**src/rtl/mips_pkg.sv**
```systemverilog
// -----------------------------------------------------------------------------
// mips_pkg
// Shared definitions for the single-cycle MIPS main decoder.
//   - opcode / funct field constants for the supported instructions
//   - ALU command codes (funct-style encoding)
//   - ctrl_t  : packed control word driven to the datapath
//   - CTRL_NOP: safe word used for reset and for every unsupported instruction
//   - decode(): pure combinational opcode/funct -> control word mapping
// -----------------------------------------------------------------------------
package mips_pkg;

    // Opcode field, instruction[31:26]
    localparam logic [5:0] OP_RTYPE = 6'b000000;
    localparam logic [5:0] OP_J     = 6'b000010;
    localparam logic [5:0] OP_JAL   = 6'b000011;
    localparam logic [5:0] OP_BNE   = 6'b000101;
    localparam logic [5:0] OP_XORI  = 6'b001110;
    localparam logic [5:0] OP_LW    = 6'b100011;
    localparam logic [5:0] OP_SW    = 6'b101011;

    // Funct field, instruction[5:0], only meaningful for OP_RTYPE
    localparam logic [5:0] F_ADD     = 6'b100000;
    localparam logic [5:0] F_SUB     = 6'b100010;
    localparam logic [5:0] F_SLT     = 6'b101010;
    localparam logic [5:0] F_JR      = 6'b001000;
    localparam logic [5:0] F_SYSCALL = 6'b001100;

    // ALU commands share the R-type funct encoding so R-type ALU ops can
    // forward funct straight through.
    localparam logic [5:0] ALU_ADD = 6'b100000;
    localparam logic [5:0] ALU_SUB = 6'b100010;
    localparam logic [5:0] ALU_XOR = 6'b100110;
    localparam logic [5:0] ALU_SLT = 6'b101010;
    localparam logic [5:0] ALU_NOP = 6'b101100;

    typedef struct packed {
        logic       jump;
        logic       branch;
        logic       mem_read;
        logic       mem_to_reg;
        logic       mem_write;
        logic       alu_src;
        logic       reg_write;
        logic       jump_sel;
        logic       reg_dst;
        logic       wri_data_sel;
        logic [5:0] alu_op;
    } ctrl_t;

    localparam ctrl_t CTRL_NOP = '{
        jump:         1'b0,
        branch:       1'b0,
        mem_read:     1'b0,
        mem_to_reg:   1'b0,
        mem_write:    1'b0,
        alu_src:      1'b0,
        reg_write:    1'b0,
        jump_sel:     1'b0,
        reg_dst:      1'b0,
        wri_data_sel: 1'b0,
        alu_op:       ALU_NOP
    };

    // Every case starts from CTRL_NOP so any field not named stays 0 and any
    // unrecognised opcode/funct falls out as the NOP word.
    function automatic ctrl_t decode(input logic [5:0] opcode,
                                     input logic [5:0] funct);
        ctrl_t c;
        c = CTRL_NOP;
        unique case (opcode)
            OP_LW: begin
                c.mem_read     = 1'b1;
                c.mem_to_reg   = 1'b1;
                c.alu_src      = 1'b1;
                c.reg_write    = 1'b1;
                c.wri_data_sel = 1'b1;
                c.alu_op       = ALU_ADD;
            end
            OP_SW: begin
                c.mem_write    = 1'b1;
                c.alu_src      = 1'b1;
                c.wri_data_sel = 1'b1;
                c.alu_op       = ALU_ADD;
            end
            OP_J: begin
                c.jump = 1'b1;
            end
            OP_JAL: begin
                // Link write: destination is $ra, data is PC+link (sel = 0)
                c.jump      = 1'b1;
                c.reg_write = 1'b1;
            end
            OP_BNE: begin
                // Taken/not-taken is resolved in the datapath from the
                // subtract result being nonzero.
                c.branch = 1'b1;
                c.alu_op = ALU_SUB;
            end
            OP_XORI: begin
                c.reg_dst      = 1'b1;
                c.alu_src      = 1'b1;
                c.reg_write    = 1'b1;
                c.wri_data_sel = 1'b1;
                c.alu_op       = ALU_XOR;
            end
            OP_RTYPE: begin
                unique case (funct)
                    F_ADD, F_SUB, F_SLT: begin
                        c.reg_dst      = 1'b1;
                        c.reg_write    = 1'b1;
                        c.wri_data_sel = 1'b1;
                        c.alu_op       = funct;
                    end
                    F_JR: begin
                        c.jump     = 1'b1;
                        c.jump_sel = 1'b1;
                    end
                    default: c = CTRL_NOP; // includes 000000 and SYSCALL
                endcase
            end
            default: c = CTRL_NOP;
        endcase
        return c;
    endfunction

endpackage

```
**src/rtl/mips_control.sv**
```systemverilog
// -----------------------------------------------------------------------------
// mips_control
// Main decoder of the single-cycle MIPS CPU. Opcode/funct are decoded
// combinationally and the full control word is registered, giving one cycle
// of latency from an instruction change to the strobes.
//
// Ports
//   clk        in   CPU clock, rising edge
//   reset_n    in   asynchronous active-low reset, forces the NOP word
//   opcode     in   [5:0] instruction[31:26]
//   funct      in   [5:0] instruction[5:0], used only for R-type
//   Jump, Branch, MemRead, MemtoReg, MemWrite, ALUSrc, RegWrite,
//   JumpSel, RegDst, WriDataSel   out  registered 1-bit control strobes
//   ALUOp      out  [5:0] registered ALU command (funct-style encoding)
// -----------------------------------------------------------------------------
module mips_control
    import mips_pkg::*;
(
    input  logic       clk,
    input  logic       reset_n,
    input  logic [5:0] opcode,
    input  logic [5:0] funct,
    output logic       Jump,
    output logic       Branch,
    output logic       MemRead,
    output logic       MemtoReg,
    output logic       MemWrite,
    output logic       ALUSrc,
    output logic       RegWrite,
    output logic       JumpSel,
    output logic       RegDst,
    output logic       WriDataSel,
    output logic [5:0] ALUOp
);

    ctrl_t ctrl_d;
    ctrl_t ctrl_q;

    always_comb begin
        ctrl_d = decode(opcode, funct);
    end

    always_ff @(posedge clk or negedge reset_n) begin
        if (!reset_n) begin
            ctrl_q <= CTRL_NOP;
        end else begin
            ctrl_q <= ctrl_d;
        end
    end

    assign Jump       = ctrl_q.jump;
    assign Branch     = ctrl_q.branch;
    assign MemRead    = ctrl_q.mem_read;
    assign MemtoReg   = ctrl_q.mem_to_reg;
    assign MemWrite   = ctrl_q.mem_write;
    assign ALUSrc     = ctrl_q.alu_src;
    assign RegWrite   = ctrl_q.reg_write;
    assign JumpSel    = ctrl_q.jump_sel;
    assign RegDst     = ctrl_q.reg_dst;
    assign WriDataSel = ctrl_q.wri_data_sel;
    assign ALUOp      = ctrl_q.alu_op;

endmodule

```
**config.mk**
```make
export PLATFORM = sky130hd
export DESIGN_NAME = mips_control
export DESIGN_NICKNAME = d
export VERILOG_FILES = /design/src/rtl/mips_pkg.sv /design/src/rtl/mips_control.sv
export SDC_FILE = /design/constraint.sdc
export NUM_CORES = 1
export LEC_CHECK = 0
export ABC_AREA = 1
export BUFFER_PORTS_ARGS = -buffer_cell sky130_fd_sc_hd__buf_2
export CORE_AREA = 2 2 43 45
export CTS_BUF_LIST = sky130_fd_sc_hd__clkbuf_4 sky130_fd_sc_hd__clkbuf_8 sky130_fd_sc_hd__clkbuf_16
export DETAILED_ROUTE_END_ITERATION = 10
export DIE_AREA = 0 0 45 47
export HOLD_SLACK_MARGIN = 0.03
export PLACE_DENSITY = 0.7
export SYNTH_ARGS = -nofsm -noshare
export SYNTH_HDL_FRONTEND = slang
export SYNTH_SLANG_ARGS = --single-unit
export TNS_END_PERCENT = 30
```
**constraint.sdc**
```tcl
create_clock -name clk -period 0.8 [get_ports clk]
set_input_delay 0.16 -clock clk [delete_from_list [all_inputs] [get_ports clk]]
set_output_delay 0.16 -clock clk [all_outputs]
set_load 0.02 [all_outputs]
```
### Word-level counts from Yosys, hierarchy flattened

Cells that the tools add are included.

* div/mod/pow operators: 0
* bitwise logic cells: 0
* magnitude comparators: 0
* multiply operators: 0
* reductions and logical operators: 6
* shift operators: 0
* eq/ne operators: 10
* mux-type cells: 13
* add/sub/neg operators: 0

Operators with widths (count)
* equality test 6 bit (second input constant): 5
* case mux 6 bit (4 select lines): 1
* equality test 6 x 2 -> 1 bit (second input constant): 2
* equality test 6 x 4 -> 1 bit (second input constant): 2
* OR reduction 3 bit: 3
* 2-to-1 mux 8 bit: 1
* case mux 1 bit (2 select lines): 4
* equality test 6 x 3 -> 1 bit (second input constant): 1
* zero test 6 bit: 1
* 2-to-1 mux 1 bit: 6
* OR reduction 2 bit: 2
* 2-to-1 mux 2 bit: 1

* memories: 0
* output and inout bits: 16
* ROM bits: 0
* latch bits: 0
* register bits: 16
* RAM bits: 0
* input bits: 14

### Depth between registers and ports, before layout

* depth in word-level cells: 4
* depth in mapped cells: 7
* mapped depth without buffers: 7

### Worst setup path before layout

OpenSTA, ideal clock, no wires.

* path kind: register to output
* start: register, netlist name MemRead
* end: output MemtoReg
* arrival time: 0.613 ns
* slack: 0.027 ns
* stages on the path, launching flop included: 2
* data required time: 0.640 ns
* path through: dfrtp_1 > buf_4

RTL lines
* to (decl): line mips_control.sv:26 `output logic MemtoReg,`

### Final worst setup path

* start: register ctrl_q (netlist bit ALUOp[3])
* end: output ALUOp[3]

RTL lines
* from (decl): line mips_control.sv:37 `ctrl_t ctrl_q;`
* from (signal assigned): line mips_control.sv:47 `ctrl_q <= ctrl_d;`
* to (decl): line mips_control.sv:33 `output logic [5:0] ALUOp`

No word-level cell between the ends.

==> run_results.csv <==
group,metric,value,unit
synth,synth_top_area_share,0.459,
floorplanning,chipWidth,45,um
power,power_density,1490,nW/um2
sta,finalSetupViolations,16,
finish,nets,131,
worst_setup_path,cpMaxStageDelayCell,"dfstp_2",
synth,syn_area,654,um2
placed_design,post-place-cells,128,
global_route,grt_pass1_wl,2020,um
sta,final.min_clock_period,1.07,ns
worst_setup_path,max_stage_delay,0.53,ns
run_status,status,"complete, but fails checks",
worst_setup_path,crit_path_end_kind,"primary output",
cts,cts_sinks,15,
synth,synth-seq-cells,15,
finish,diodes,0,
global_route,grt_max_degree,16,
run_status,violations,"negative setup slack",
sta,setup-tns-final,-2.65,ns
placed_design,place_congestion,0.777,
worst_setup_path,cp.required,0.64,ns
power,ir_drop,612,uV
floorplanning,start_util,0.396,
global_route,grt-ovfl-total,0,
power,p_leak,0.573,nW
synth,syn_avg_cell_area,8.61,um2
run,drv_cap,0,
finish,fillers,145,
detailed_routing,wl,1210,um
detailed_routing,avgViaCountPerCell,4.42,
floorplanning,io_pins,30,
power,finalPower,1.42,mW
cts,cts_buffers,3,
finish,utilization,0.577,
cts,ctsLongestPathBuffers,2,
worst_setup_path,cp_cell_sequence,"buf_6",
detailed_routing,dr.first_iter.drc_count,7,
floorplanning,dieArea,2120,um2
synth,synth_area_leader_cell,"dfrtp_1",
sta,maxSlewViolCount,0,
cts,post_cts_buffers,0,
worst_setup_path,crit_arrival,0.91,ns
detailed_routing,num_vias,588,
worst_setup_path,critPathBufInv,1,
detailed_routing,route.detailed.drc,0,
sta,layout_setup_ws,-0.272,ns
detailed_routing,firstDrtPassIters,4,
worst_hold_path,hold_path_class,"in2reg",
worst_setup_path,crit_family,"flip-flops",
synth,synthCells,76,
synth,synth.area.top_cells,"dfrtp_1 (46%), dfstp_2 (12%), nand2_1 (9.2%)",
finish,synthToLayoutAreaGrowth,45.5,%
worst_setup_path,critical_path_class,"reg2out",
cts,root_buffer,"clkbuf_4",
global_route,grtUsageTotal,0.132,
placed_design,pre_cts_ws,-0.181,ns
sta,period_share,1.34,
finish,drive_gt1_frac,0.405,
finish,fin_cells,133,
cts,path_clk_slew,0.08,ns
sta,finalHoldViolCount,0,
floorplanning,rows,15,
placed_design,port_buffers,29,
cts,cts_tree,"built",
global_route,grt_pass1_vias,550,
placed_design,hpwl,1010,um
global_route,antenna_found_initial,0,
sta,rsz0062_at_grt,"yes",
synth,ys_warn_count,0,
sta,fmax,933,MHz
worst_setup_path,worst_setup_path_start_kind,"flop",
synth,synth_cell_types,16,
detailed_routing,ant_nets,0,
floorplanning,core_area,1650,um2
worst_setup_path,crit_fanout,1,
detailed_routing,wl_per_cell,9.10,um
synth,ys_seq_area_frac,0.579,
cts,h-tree-depth,1,
floorplanning,die_y,47,um
[layout make-up]
cell class | count | area (um2) | share of cell area
Multi-Input combinational cell | 46 | 215 | 0.226
Tap cell | 17 | 21.3 | 0.0223
Sequential cell | 15 | 379 | 0.398
Clock buffer | 4 | 30.0 | 0.0315
Inverter | 15 | 56.3 | 0.0591
Timing Repair Buffer | 36 | 250 | 0.263
[metrics by stage]
step	area, um2	hold WS, ns
floorplan	658	-0.136
global placement	862	0.0649
detailed placement	862	0.0712
CTS	927	0.105
global route	952	0.0993
finish	952	0.112
[power breakdown]
group | switching (mW) | internal [mW]
Combinational | 0.114 | 0.0873
Clock | 0.206 | 0.227
Sequential | 0.00685 | 0.782
[layout by cell type (no fill, tap or decap), drive strengths merged]
| master | netlist | final |
|---|---|---|
| nor3 | 2 | 2 |
| conb | 2 | 3 |
| buf | 1 | 35 |
| o21ai | 2 | 2 |
| dfstp | 3 | 3 |
| a21oi | 1 | 1 |
| nand3 | 9 | 9 |
| nand2 | 16 | 16 |
| nor2 | 12 | 12 |
| clkbuf | 0 | 4 |
| dfrtp | 12 | 12 |
| dlygate4sd3 | 0 | 1 |
| inv | 15 | 15 |
| o22ai | 1 | 1 |
[cell usage after synthesis]
cell type  number
nand3_2         1
conb_1          2
a21oi_1         1
nor2_2          1
nor3_1          2
o21ai_0         2
nor2_4          2
nor2_1          9
dfrtp_1        12
inv_2           1
nand3_1         8
nand2_1        16
o22ai_1         1
buf_4           1
inv_1          14
dfstp_2         3
[kinds of logic after synthesis]
family | after synthesis | share of synthesized area
buffers and inverters | 16 | 0.0975
other | 2 | 0.0115
flip-flops | 15 | 0.579
AND/OR/NAND/NOR | 39 | 0.279
AO/OA/AOI/OAI | 4 | 0.0325
[path summary, 6_finish.rpt]
| check | from | slack [ns] | end | cells after the start |
|---|---|---|---|---|
| worst min-delay path | opcode[4] | 0.11 | MemWrite | 2 |
| min in group asynchronous | reset_n | 0.30 | Jump | 2 |
| worst max-delay path | ALUOp[3] | -0.27 | ALUOp[3] | 1 |
| max in group asynchronous | reset_n | 0.21 | ALUOp[5] | 2 |
[flip-flops by register name, indices dropped and copies added (netlist names)]
signal	flops
ALUOp	6
ALUSrc	1
Branch	1
Jump	1
JumpSel	1
MemRead	1
MemWrite	1
RegDst	1
RegWrite	1
WriDataSel	1
[routing by layer]
| metal | wire length, um | global-route usage | share of wire |
|---|---|---|---|
| met5 | 0 | 0 | 0 |
| met4 | 18 | 0.0706 | 0.015 |
| met3 | 53 | 0.0269 | 0.044 |
| met2 | 643 | 0.246 | 0.53 |
| met1 | 495 | 0.140 | 0.41 |
[what timing repair did]
item                                    4_1_cts  5_1_grt
hold buffers                                  1        0
endpoints found under the setup margin       16       17
hold endpoints to repair                     12        0
resized for setup                             8        8
cloned                                        0        0
Note: power is estimated with default switching activity, not from simulation.
